File: src/rtl/w3d_mmio_avalon_bridge_if.sv
// w3d_mmio_avalon_bridge_if: reduced AXI-Lite slave side plus Avalon-MM master side of the MMIO bridge.
// The slave modport is the bridge's view; the master modport is the view of whatever drives and answers it.
interface w3d_mmio_avalon_bridge_if;
  logic        s_awvalid, s_awready;
  logic [31:0] s_awaddr;
  logic        s_wvalid, s_wready;
  logic [31:0] s_wdata;
  logic        s_bvalid, s_bready;
  logic        s_arvalid, s_arready;
  logic [31:0] s_araddr;
  logic        s_rvalid, s_rready;
  logic [31:0] s_rdata;
  logic [31:0] avl_address;
  logic        avl_read, avl_write;
  logic [31:0] avl_writedata;
  logic [3:0]  avl_byteenable;
  logic [31:0] avl_readdata;
  logic        avl_waitrequest;
  logic        timeout_pulse;
  modport slave (
    input  s_awvalid, s_awaddr, s_wvalid, s_wdata, s_bready, s_arvalid, s_araddr, s_rready,
           avl_readdata, avl_waitrequest,
    output s_awready, s_wready, s_bvalid, s_arready, s_rvalid, s_rdata,
           avl_address, avl_read, avl_write, avl_writedata, avl_byteenable, timeout_pulse
  );
  modport master (
    output s_awvalid, s_awaddr, s_wvalid, s_wdata, s_bready, s_arvalid, s_araddr, s_rready,
           avl_readdata, avl_waitrequest,
    input  s_awready, s_wready, s_bvalid, s_arready, s_rvalid, s_rdata,
           avl_address, avl_read, avl_write, avl_writedata, avl_byteenable, timeout_pulse
  );
endinterface

File: src/rtl/w3d_mmio_avalon_bridge.sv
// w3d_mmio_avalon_bridge: reduced AXI-Lite slave to single-outstanding Avalon-MM master, read/write alternating.
// Define W3D_MMIO_TIMEOUT_EN to force-complete transfers stalled by waitrequest for TIMEOUT_CYCLES cycles.
module w3d_mmio_avalon_bridge #(
  parameter int          TIMEOUT_CYCLES = 1024,
  parameter logic [31:0] TIMEOUT_DATA   = 32'hDEAD_BEEF
) (
  input logic clk,
  input logic rst_n,
  w3d_mmio_avalon_bridge_if.slave bus
);
  typedef enum logic [2:0] {S_IDLE, S_WRITE, S_BRESP, S_READ, S_RRESP} state_t;
  state_t      r_state, w_next;
  logic        r_aw_held, r_w_held, r_read_pref;
  logic [31:0] r_aw_addr, r_w_data, r_avl_address, r_avl_writedata, r_rdata;
  logic        r_avl_read, r_avl_write, r_bvalid, r_rvalid, r_to_pulse;
  logic        w_write_pending, w_ar_fire, w_aw_fire, w_w_fire, w_wr_done, w_to;
  assign w_write_pending     = r_aw_held && r_w_held;
  assign bus.s_awready       = !r_aw_held;
  assign bus.s_wready        = !r_w_held;
  assign bus.s_arready       = (r_state == S_IDLE) && !(w_write_pending && !r_read_pref);
  assign w_ar_fire           = bus.s_arvalid && bus.s_arready;
  assign w_aw_fire           = bus.s_awvalid && !r_aw_held;
  assign w_w_fire            = bus.s_wvalid && !r_w_held;
  assign w_wr_done           = (r_state == S_WRITE) && (w_next == S_BRESP);
  assign bus.s_bvalid        = r_bvalid;
  assign bus.s_rvalid        = r_rvalid;
  assign bus.s_rdata         = r_rdata;
  assign bus.avl_address     = r_avl_address;
  assign bus.avl_read        = r_avl_read;
  assign bus.avl_write       = r_avl_write;
  assign bus.avl_writedata   = r_avl_writedata;
  assign bus.avl_byteenable  = 4'hF;
  assign bus.timeout_pulse   = r_to_pulse;
`ifdef W3D_MMIO_TIMEOUT_EN
  logic [31:0] r_cnt;
  // Counts cycles spent in the current command state; any state change restarts it.
  always_ff @(posedge clk or negedge rst_n)
    if (!rst_n) r_cnt <= '0;
    else r_cnt <= (w_next == r_state && (r_state == S_WRITE || r_state == S_READ)) ? r_cnt + 32'd1 : '0;
  assign w_to = (r_state == S_WRITE || r_state == S_READ) && bus.avl_waitrequest &&
                r_cnt == 32'(TIMEOUT_CYCLES - 1);
`else
  assign w_to = 1'b0 && (TIMEOUT_CYCLES > 0);
`endif
  always_comb begin
    w_next = r_state;
    unique case (r_state)
      S_IDLE:  w_next = w_ar_fire ? S_READ : w_write_pending ? S_WRITE : S_IDLE;
      S_WRITE: w_next = (!bus.avl_waitrequest || w_to) ? S_BRESP : S_WRITE;
      S_BRESP: w_next = bus.s_bready ? S_IDLE : S_BRESP;
      S_READ:  w_next = (!bus.avl_waitrequest || w_to) ? S_RRESP : S_READ;
      S_RRESP: w_next = bus.s_rready ? S_IDLE : S_RRESP;
      default: w_next = S_IDLE;
    endcase
  end
  always_ff @(posedge clk or negedge rst_n)
    if (!rst_n) begin
      r_state         <= S_IDLE;
      r_aw_held       <= 1'b0;
      r_w_held        <= 1'b0;
      r_read_pref     <= 1'b0;
      r_aw_addr       <= '0;
      r_w_data        <= '0;
      r_avl_address   <= '0;
      r_avl_writedata <= '0;
      r_rdata         <= '0;
      r_avl_read      <= 1'b0;
      r_avl_write     <= 1'b0;
      r_bvalid        <= 1'b0;
      r_rvalid        <= 1'b0;
      r_to_pulse      <= 1'b0;
    end else begin
      r_state <= w_next;
      if (w_aw_fire) begin
        r_aw_held <= 1'b1;
        r_aw_addr <= bus.s_awaddr;
      end else if (w_wr_done) r_aw_held <= 1'b0;
      if (w_w_fire) begin
        r_w_held <= 1'b1;
        r_w_data <= bus.s_wdata;
      end else if (w_wr_done) r_w_held <= 1'b0;
      if (w_wr_done) r_read_pref <= 1'b1;
      else if (w_ar_fire) r_read_pref <= 1'b0;
      // Command strobes and responses are registered copies of the next state.
      r_avl_write <= w_next == S_WRITE;
      r_avl_read  <= w_next == S_READ;
      r_bvalid    <= w_next == S_BRESP;
      r_rvalid    <= w_next == S_RRESP;
      r_to_pulse  <= w_to;
      if (r_state == S_IDLE && w_next == S_WRITE) begin
        r_avl_address   <= r_aw_addr;
        r_avl_writedata <= r_w_data;
      end
      if (w_ar_fire) r_avl_address <= bus.s_araddr;
      if (r_state == S_READ && w_next == S_RRESP) r_rdata <= w_to ? TIMEOUT_DATA : bus.avl_readdata;
    end
endmodule
File: src/flat_wrapper.sv
// flat-port wrapper written by rule: the top's interface ports become plain ports
module w3d_mmio_avalon_bridge_flat 
#(
  parameter int          TIMEOUT_CYCLES = 1024,
  parameter logic [31:0] TIMEOUT_DATA   = 32'hDEAD_BEEF
)
  (clk, rst_n, bus_s_awvalid, bus_s_awaddr, bus_s_wvalid, bus_s_wdata, bus_s_bready, bus_s_arvalid, bus_s_araddr, bus_s_rready, bus_avl_readdata, bus_avl_waitrequest, bus_s_awready, bus_s_wready, bus_s_bvalid, bus_s_arready, bus_s_rvalid, bus_s_rdata, bus_avl_address, bus_avl_read, bus_avl_write, bus_avl_writedata, bus_avl_byteenable, bus_timeout_pulse);
  w3d_mmio_avalon_bridge_if bus_i ();
  input logic clk;
  input logic rst_n;
  input wire logic [$bits(bus_i.s_awvalid)-1:0] bus_s_awvalid;
  input wire logic [$bits(bus_i.s_awaddr)-1:0] bus_s_awaddr;
  input wire logic [$bits(bus_i.s_wvalid)-1:0] bus_s_wvalid;
  input wire logic [$bits(bus_i.s_wdata)-1:0] bus_s_wdata;
  input wire logic [$bits(bus_i.s_bready)-1:0] bus_s_bready;
  input wire logic [$bits(bus_i.s_arvalid)-1:0] bus_s_arvalid;
  input wire logic [$bits(bus_i.s_araddr)-1:0] bus_s_araddr;
  input wire logic [$bits(bus_i.s_rready)-1:0] bus_s_rready;
  input wire logic [$bits(bus_i.avl_readdata)-1:0] bus_avl_readdata;
  input wire logic [$bits(bus_i.avl_waitrequest)-1:0] bus_avl_waitrequest;
  output wire logic [$bits(bus_i.s_awready)-1:0] bus_s_awready;
  output wire logic [$bits(bus_i.s_wready)-1:0] bus_s_wready;
  output wire logic [$bits(bus_i.s_bvalid)-1:0] bus_s_bvalid;
  output wire logic [$bits(bus_i.s_arready)-1:0] bus_s_arready;
  output wire logic [$bits(bus_i.s_rvalid)-1:0] bus_s_rvalid;
  output wire logic [$bits(bus_i.s_rdata)-1:0] bus_s_rdata;
  output wire logic [$bits(bus_i.avl_address)-1:0] bus_avl_address;
  output wire logic [$bits(bus_i.avl_read)-1:0] bus_avl_read;
  output wire logic [$bits(bus_i.avl_write)-1:0] bus_avl_write;
  output wire logic [$bits(bus_i.avl_writedata)-1:0] bus_avl_writedata;
  output wire logic [$bits(bus_i.avl_byteenable)-1:0] bus_avl_byteenable;
  output wire logic [$bits(bus_i.timeout_pulse)-1:0] bus_timeout_pulse;
  assign bus_i.s_awvalid = bus_s_awvalid;
  assign bus_i.s_awaddr = bus_s_awaddr;
  assign bus_i.s_wvalid = bus_s_wvalid;
  assign bus_i.s_wdata = bus_s_wdata;
  assign bus_i.s_bready = bus_s_bready;
  assign bus_i.s_arvalid = bus_s_arvalid;
  assign bus_i.s_araddr = bus_s_araddr;
  assign bus_i.s_rready = bus_s_rready;
  assign bus_i.avl_readdata = bus_avl_readdata;
  assign bus_i.avl_waitrequest = bus_avl_waitrequest;
  assign bus_s_awready = bus_i.s_awready;
  assign bus_s_wready = bus_i.s_wready;
  assign bus_s_bvalid = bus_i.s_bvalid;
  assign bus_s_arready = bus_i.s_arready;
  assign bus_s_rvalid = bus_i.s_rvalid;
  assign bus_s_rdata = bus_i.s_rdata;
  assign bus_avl_address = bus_i.avl_address;
  assign bus_avl_read = bus_i.avl_read;
  assign bus_avl_write = bus_i.avl_write;
  assign bus_avl_writedata = bus_i.avl_writedata;
  assign bus_avl_byteenable = bus_i.avl_byteenable;
  assign bus_timeout_pulse = bus_i.timeout_pulse;
  w3d_mmio_avalon_bridge #(.TIMEOUT_CYCLES(TIMEOUT_CYCLES), .TIMEOUT_DATA(TIMEOUT_DATA)) u_core (.clk(clk), .rst_n(rst_n), .bus(bus_i));
endmodule
File: config.mk
export PLATFORM = sky130hd
export DESIGN_NAME = w3d_mmio_avalon_bridge_flat
export DESIGN_NICKNAME = d
export VERILOG_FILES = /design/src/rtl/w3d_mmio_avalon_bridge_if.sv /design/src/rtl/w3d_mmio_avalon_bridge.sv /design/src/flat_wrapper.sv
export SDC_FILE = /design/constraint.sdc
export NUM_CORES = 1
export LEC_CHECK = 0
export BUFFER_PORTS_ARGS = -buffer_cell sky130_fd_sc_hd__buf_2
export CAP_MARGIN = 5
export CORE_AREA = 3 3 128 130
export DETAILED_ROUTE_END_ITERATION = 10
export DIE_AREA = 0 0 131 133
export PLACE_DENSITY = 0.75
export SYNTH_ARGS = -nofsm -noshare
export SYNTH_HDL_FRONTEND = slang
export SYNTH_SLANG_ARGS = --single-unit
File: constraint.sdc
create_clock -name clk -period 1.9 [get_ports clk]
set_input_delay 0.19 -clock clk [delete_from_list [all_inputs] [get_ports clk]]
set_output_delay 0.19 -clock clk [all_outputs]
set_load 0.03 [all_outputs]
### Word-level counts from Yosys, hierarchy flattened

Index checks and enable logic that the tools add are counted.

| word-level totals | value |
|---|---|
| register bits after elaboration | 170 |
| output and inout port bits | 108 |

| operators by class | value |
|---|---|
| mux-type cells | 14 |
| reductions and logical operators | 18 |
| eq/ne operators | 8 |

Operator list:

| operator | count |
|---|---|
| 32-bit 2-to-1 mux | 2 |
| 3-bit one-hot mux with 5 select lines | 1 |
| 3-bit by 2-bit equality test with 1-bit output, second input constant | 4 |
| 1-bit logical AND | 9 |
| 3-bit 2-to-1 mux | 3 |
| 2-bit nonzero test | 4 |
| 3-bit by 1-bit equality test with 1-bit output, second input constant | 2 |
| 3-bit equality test, second input constant | 2 |
| 1-bit 2-to-1 mux | 6 |
| 1-bit logical NOT | 4 |
| 2-bit 2-to-1 mux | 2 |
| 3-bit logical NOT | 1 |

### Depth between registers and ports, before layout

Gate-level depths: netlist of run 1.

| depth | value |
|---|---|
| word-level depth | 11 |
| gate-level depth with buffers | 7 |

### Worst setup path before layout of run 1

Ideal clock, no wire load.

| timing path | value |
|---|---|
| path kind | register to register |
| from | reg u_core.r_state[1] |
| to | reg u_core.r_avl_writedata[21] (netlist: u_core.bus.avl_writedata[21]) |
| period minus slack after synthesis | 2.002 ns |
| stages on the path, launching flop included | 6 |
| arrival time | 1.877 ns |
| setup time | 0.125 ns |
| slack | -0.102 ns |
| cells stage by stage | dfrtp_1 -> buf_6 -> or3_4 -> a2111oi_4 -> buf_6 -> mux2_2 |

| on the way | value |
|---|---|
| cells in the longest elaborated chain, start to end | 7 |

RTL lines:

| element | line | source |
|---|---|---|
| start: declaration | w3d_mmio_avalon_bridge.sv:12 | `state_t r_state, w_next;` |
| start signal: assignment | w3d_mmio_avalon_bridge.sv:73 | `r_state <= w_next;` |
| 3-bit logical NOT | w3d_mmio_avalon_bridge.sv:20, w3d_mmio_avalon_bridge.sv:47, w3d_mmio_avalon_bridge.sv:90 |  |
| 1-bit logical AND | w3d_mmio_avalon_bridge.sv:20 | `assign bus.s_arready = (r_state == S_IDLE) && !(w_write_pending && !r_read_pref);` |
| 1-bit logical AND | w3d_mmio_avalon_bridge.sv:21 | `assign w_ar_fire = bus.s_arvalid && bus.s_arready;` |
| 3-bit 2-to-1 mux | w3d_mmio_avalon_bridge.sv:48 | `S_IDLE: w_next = w_ar_fire ? S_READ : w_write_pending ? S_WRITE : S_IDLE;` |
| 3-bit one-hot mux with 5 select lines | w3d_mmio_avalon_bridge.sv:47 | `unique case (r_state)` |
| 3-bit by 1-bit equality test with 1-bit output | w3d_mmio_avalon_bridge.sv:90 | `if (r_state == S_IDLE && w_next == S_WRITE) begin` |
| 1-bit logical AND * | w3d_mmio_avalon_bridge.sv:90 |  |
| end signal: assignment | w3d_mmio_avalon_bridge.sv:92 | `r_avl_writedata <= r_w_data;` |
| end: declaration | w3d_mmio_avalon_bridge.sv:14 | `logic [31:0] r_aw_addr, r_w_data, r_avl_address, r_avl_writedata, r_rdata;` |

Every way passes the cells marked *; elsewhere a longest branch is shown, timed or not.
A chain may end at the register's enable or synchronous reset.

### Worst setup path after layout of run 1

| timing path | value |
|---|---|
| from | reg u_core.r_state[1] |
| to | reg u_core.r_avl_writedata[20] (netlist: u_core.bus.avl_writedata[20]) |

Same word-level chain as after synthesis.

==> results of run 1 <==
## cells by family after synthesis
kind of cell,count (synthesis)
flops,170
simple gates,54
other cells,2
buf+inv,52
compound gates,108
mux,129
## repair_timing
item                       in CTS  in global routing
gates resized for setup         0                  2
setup endpoints to repair       0                  2
hold endpoints to repair       94                  2
hold buffers                   60                  2
## flip-flops by register name, summed over array words and instances, names as in the netlist, 3 cells and up
name	count
u_core.bus.avl_address	32
u_core.bus.avl_writedata	32
u_core.bus.s_rdata	32
u_core.r_aw_addr	32
u_core.r_w_data	32
u_core.r_state	3
## synthesized netlist by cell type
| cell | number | share of area |
|---|---|---|
| a21o_1 | 3 | 0.0033 |
| and3b_1 | 1 | 0.0013 |
| a311o_1 | 1 | 0.0015 |
| mux2_1 | 3 | 0.0049 |
| a21oi_1 | 32 | 0.023 |
| buf_4 | 5 | 0.0055 |
| nand3_1 | 32 | 0.023 |
| nor2_1 | 5 | 0.0027 |
| and3_1 | 2 | 0.0018 |
| or3_4 | 1 | 0.0016 |
| o21ai_0 | 34 | 0.025 |
| and2_0 | 1 | 0.00091 |
| dfrtp_1 | 170 | 0.62 |
| a2111oi_4 | 1 | 0.0040 |
| a31o_2 | 2 | 0.0025 |
| clkbuf_1 | 33 | 0.018 |
| nand2_1 | 3 | 0.0016 |
| nand3b_1 | 1 | 0.0011 |
| buf_2 | 5 | 0.0036 |
| a31oi_1 | 33 | 0.030 |
| mux2_2 | 125 | 0.20 |
| a2bb2oi_1 | 1 | 0.0013 |
| mux2i_1 | 1 | 0.0015 |
| a21bo_2 | 1 | 0.0015 |
| nor4bb_1 | 1 | 0.0015 |
| inv_1 | 5 | 0.0027 |
| buf_6 | 4 | 0.0065 |
| conb_1 | 2 | 0.0011 |
| or4b_2 | 1 | 0.0015 |
| nor3_1 | 2 | 0.0015 |
| nor2b_1 | 4 | 0.0036 |
## per-layer routing
| layer | share of wire | GRT usage | vias up |
|---|---|---|---|
| met1 | 0.39 | 0.240 | 2573 |
| li1 | - | - | 2448 |
| met5 | 0.0012 | 0 | - |
| met4 | 0.017 | 0.0691 | 4 |
| met3 | 0.080 | 0.0682 | 32 |
| met2 | 0.51 | 0.340 | 222 |
## stage by stage
| stage | util | instances |
|---|---|---|
| after floorplan | - | 518 |
| final | 0.630 | 1038 |
| after global placement | 0.550 | 944 |
| after detailed placement | 0.550 | 944 |
| after global routing | 0.630 | 1038 |
| after CTS | 0.629 | 1036 |
## report_power, final
group	leakage (nW)	switching, mW	internal (mW)
Sequential	1.99	0.972	5.46
Clock	0.280	1.45	2.00
Combinational	2.16	4.76	3.17
Total	4.44	7.18	10.6
## how the worst max path moves through the flow
stage	to	slack, ps	depth (start not counted)
2_1_floorplan	u_core.bus.avl_writedata[21]	30	5
3_3_place_gp	u_core.bus.avl_writedata[16]	130	4
3_5_place_dp	u_core.bus.avl_writedata[31]	70	4
4_1_cts	bus_s_arready	50	3
5_1_grt	u_core.bus.avl_writedata[19]	0.8	4
6_report	u_core.bus.avl_writedata[20]	60	4
## layout make-up
class	instances	area, sq um	area share
clock buffers	19	443	0.0461
repair buffers	324	2070	0.216
flip-flops and latches	170	4250	0.442
clock inverters	13	154	0.0160
well taps	211	264	0.0274
inverters	5	18.8	0.00195
multi-input cells	296	2410	0.251
==> impl_metrics.tcl, run 1 <==
set metrics [dict create \
    std_cell_rows 45 \
    dp_slack_ps 72.5 \
    crit_family "simple AND/OR/NAND/NOR gates" \
    path_class "reg -> reg" \
    fin_nets 950 \
    nFillCells 1146 \
    drc 0 \
    synthAdderAreaFrac 0 \
    port_buffers 238 \
    fin_area_sq_um 9620 \
    layout-drive-gt1-share 0.518 \
    post_drt_wl_per_cell_um 16.8 \
    cts_tree "built" \
    hold_path_class "in -> reg" \
    grt_pass1_vias 5668 \
    fin_ws_ps 64.6 \
    clkTransAtPathRegs_ps 60 \
    vias_per_cell 5.09 \
    die_h_um 133 \
    core-area_sq_um 15300 \
    total_leakage_power_nw 4.44 \
    crit_fanout 32 \
    grt.overflow.total 0 \
    dr.pass1.iters 5 \
    grt_setup_unrepaired "false" \
    diodes 0 \
    synthMuxAreaShare 0.211 \
    fin_skew_ps 6.74 \
    cap_violations 0 \
    synth.distinct_cells 31 \
    whs_path_depth 2 \
    slowest_stage "or3_4" \
    synth.avg_cell_area_sq_um 13.4 \
    p_total_mw 17.8 \
    cts_buffers 17 \
    die_area_sq_um 17400 \
    status "completed" \
    cp_slowest_stage_delay_ps 420 \
    mostFrequentLayoutCell "buf_2" \
    end_kind "register" \
    die_w_um 131 \
    hpwl_um 12200 \
    mostFrequentLayoutCells "buf_2 (237), dfrtp_1 (170), mux2_2 (125), dlygate4sd3_1 (62)" \
    cts-root-buf "clkbuf_16" \
    slew_violations 0 \
    yosys.area_share.simple 0.0423 \
    crit_chain "or3_4, a2111oi_4, buf_12, mux2_2" \
    r2r_setup_slack_ps 60 \
    synth_xor_area_frac 0 \
    insertion_delay_ps 420 \
    ys_seq_elements 170 \
    yosysWarnings 0 \
    min_to "u_core.r_aw_addr[9]" \
    critPathArrivalTime_ps 2130 \
    tns_ps 0 \
    routabilityCongestion 0.855 \
    worstRegToRegCells 4 \
    netlist_area_sq_um 6890 \
    cp-start-kind "register" \
    synth_compound_gate_area_share 0.0919 \
    setup_viol 0 \
    synth_seq_area_share 0.618 \
    initial_core_util 0.451 \
    period_share 0.966 \
    drtIter0Drc 176 \
    regToRegStartpoint "u_core.r_state[1]" \
    placed_area_sq_um 8400 \
    clock.fmax_ghz 0.545 \
    drtAntennaViolNets 0 \
    syn_to_final_growth_pct 39.6 \
    antenna_found_initial 2 \
    p_per_area_nw_per_um2 1850 \
    wirelength_um 17500 \
    hold_ws_ps 21.2 \
    vdd_drop_max_mv 1.14 \
    required_ps 2200 \
    crit_start "u_core.r_state[1]" \
    synth_cells 515 \
    fin_crit_ps 1840 \
    h-tree-depth 4 \
    grt_pass1_wl_um 27900 \
    min_from "bus_s_awaddr[9]" \
    grt_max_degree 70 \
    worst-path-buf-inv 1 \
    cts.sinks 170 \
    reg2reg_to "u_core.bus.avl_writedata[20]" \
    post_cts_buffers 0 \
    cts_buffer_depth 2 \
    ioPinCount 244 \
    synth_top_family_by_area "multiplexers" \
    vias 5279 \
    hold_viol_final 0 \
    grt_usage 0.202 \
]
No activity file was read; power rests on OpenSTA's default activity.
==> inputs of run 2 (changes only) <==
- CORE_AREA: 3 3 128 130 -> 2 2 127 129
- DIE_AREA: 0 0 131 133 -> 0 0 129 131
==> impl_metrics.tcl, run 2 (same netlist as run 1, synthesis figures left out) <==
set metrics [dict create \
    p_per_area_nw_per_um2 1800 \
    vias_per_cell 5.05 \
    crit_fanout 32 \
    insertion_delay_ps 410 \
    grt.overflow.total 0 \
    clkTransAtPathRegs_ps 60 \
    path_class "reg -> reg" \
    cts_buffers 17 \
    std_cell_rows 46 \
    h-tree-depth 4 \
    mostFrequentLayoutCell "buf_2" \
    setup_viol 0 \
    grt_max_degree 47 \
    core-area_sq_um 15600 \
    vdd_drop_max_mv 0.908 \
    end_kind "register" \
    grt_pass1_vias 5472 \
    die_w_um 129 \
    die_area_sq_um 16900 \
    required_ps 2190 \
    drtIter0Drc 206 \
    port_buffers 238 \
    critPathArrivalTime_ps 2120 \
    mostFrequentLayoutCells "buf_2 (237), dfrtp_1 (170), mux2_2 (125), dlygate4sd3_1 (77), o21ai_0 (34)" \
    hpwl_um 11700 \
    status "completed" \
    placed_area_sq_um 8440 \
    dr.pass1.iters 5 \
    fin_crit_ps 1830 \
    antenna_found_initial 0 \
    wirelength_um 17500 \
    fin_skew_ps 6.72 \
    total_leakage_power_nw 4.49 \
    period_share 0.962 \
    hold_viol_final 0 \
    post_drt_wl_per_cell_um 16.5 \
    slew_violations 0 \
    cp_slowest_stage_delay_ps 410 \
    clock.fmax_ghz 0.547 \
    crit_family "simple AND/OR/NAND/NOR gates" \
    ioPinCount 244 \
    r2r_setup_slack_ps 70 \
    final_cells 1060 \
    fin_area_sq_um 9730 \
    cts-root-buf "clkbuf_16" \
    die_h_um 131 \
    crit_chain "or3_4, a2111oi_4, buf_12, mux2_2" \
    slowest_stage "or3_4" \
    routabilityCongestion 0.788 \
    cts_buffer_depth 2 \
    drtAntennaViolNets 0 \
    initial_core_util 0.442 \
    cts.sinks 170 \
    grt_setup_unrepaired "false" \
    p_total_mw 17.5 \
    cp-start-kind "register" \
    grt_usage 0.209 \
    worst-path-buf-inv 1 \
    hold_path_class "in -> reg" \
    place_inst 953 \
    tns_ps 0 \
    hold_ws_ps 17.5 \
    diodes 0 \
    grt_pass1_wl_um 27200 \
    fin_nets 969 \
    cap_violations 0 \
    syn_to_final_growth_pct 41.3 \
    vias 5353 \
    drc 0 \
    layout-drive-gt1-share 0.508 \
    cts_tree "built" \
]
run 2: changes by cell type in the layout (fill, tap and decap cells not counted), sizes merged:
cell,before,now
buf,262,266
bufinv,2,0
clkbuf,19,22
clkinv,1,5
clkinvlp,4,3
dlygate4sd3,62,77
inv,11,5
run 2: report_power, final:
group          switching, mW  internal [mW]
registers              0.931           5.47
logic                   4.80           3.20
clock network           1.34           1.75
run 2: routing by layer:
metal,wire length (um),part of all wire,track usage
met1,7130,0.41,0.247
met2,8960,0.51,0.372
met4,346,0.020,0.0697
met5,0,0,0
met3,1080,0.061,0.0546
run 2: layout make-up:
cell class,instances,area [sq um]
fill,1172,5870
sequential,170,4250
multi-input combinational,296,2410
timing repair buffer,343,2250
clock buffer,22,474
tap,216,270
clock inverter,8,47.5
inverter,5,18.8
run 2: repair_timing:
item,CTS,global route
hold buffers,72,5
hold endpoints to repair,106,5
resized for setup,0,1
endpoints found under the setup margin,0,1
buffers inserted,0,0
run 2: through the flow:
stage | setup slack, ps | utilization
finish | 72.5 | 0.624
global placement | 113 | 0.541
global route | 9.29 | 0.624
CTS | 46.6 | 0.620
floorplan | 25.1 | -
detailed placement | 77.9 | 0.541
run 2: final timing paths:
check,cells past startpoint,to,startpoint
min in group asynchronous,2,u_core.bus.s_rdata[30],rst_n
max reg2reg,4,u_core.bus.avl_writedata[14],u_core.r_state[1]
max in group asynchronous,3,u_core.r_w_data[6],rst_n
min reg2reg,1,u_core.r_aw_addr[5],u_core.r_aw_addr[5]
min,2,u_core.r_w_data[6],bus_s_wdata[6]
max,4,u_core.bus.avl_writedata[14],u_core.r_state[1]
run 2: worst register-to-register path: stages (launching register included):
cell	delay, ps
dfrtp_1	390
or3_4	410
a2111oi_4	250
buf_12	260
mux2_2	400
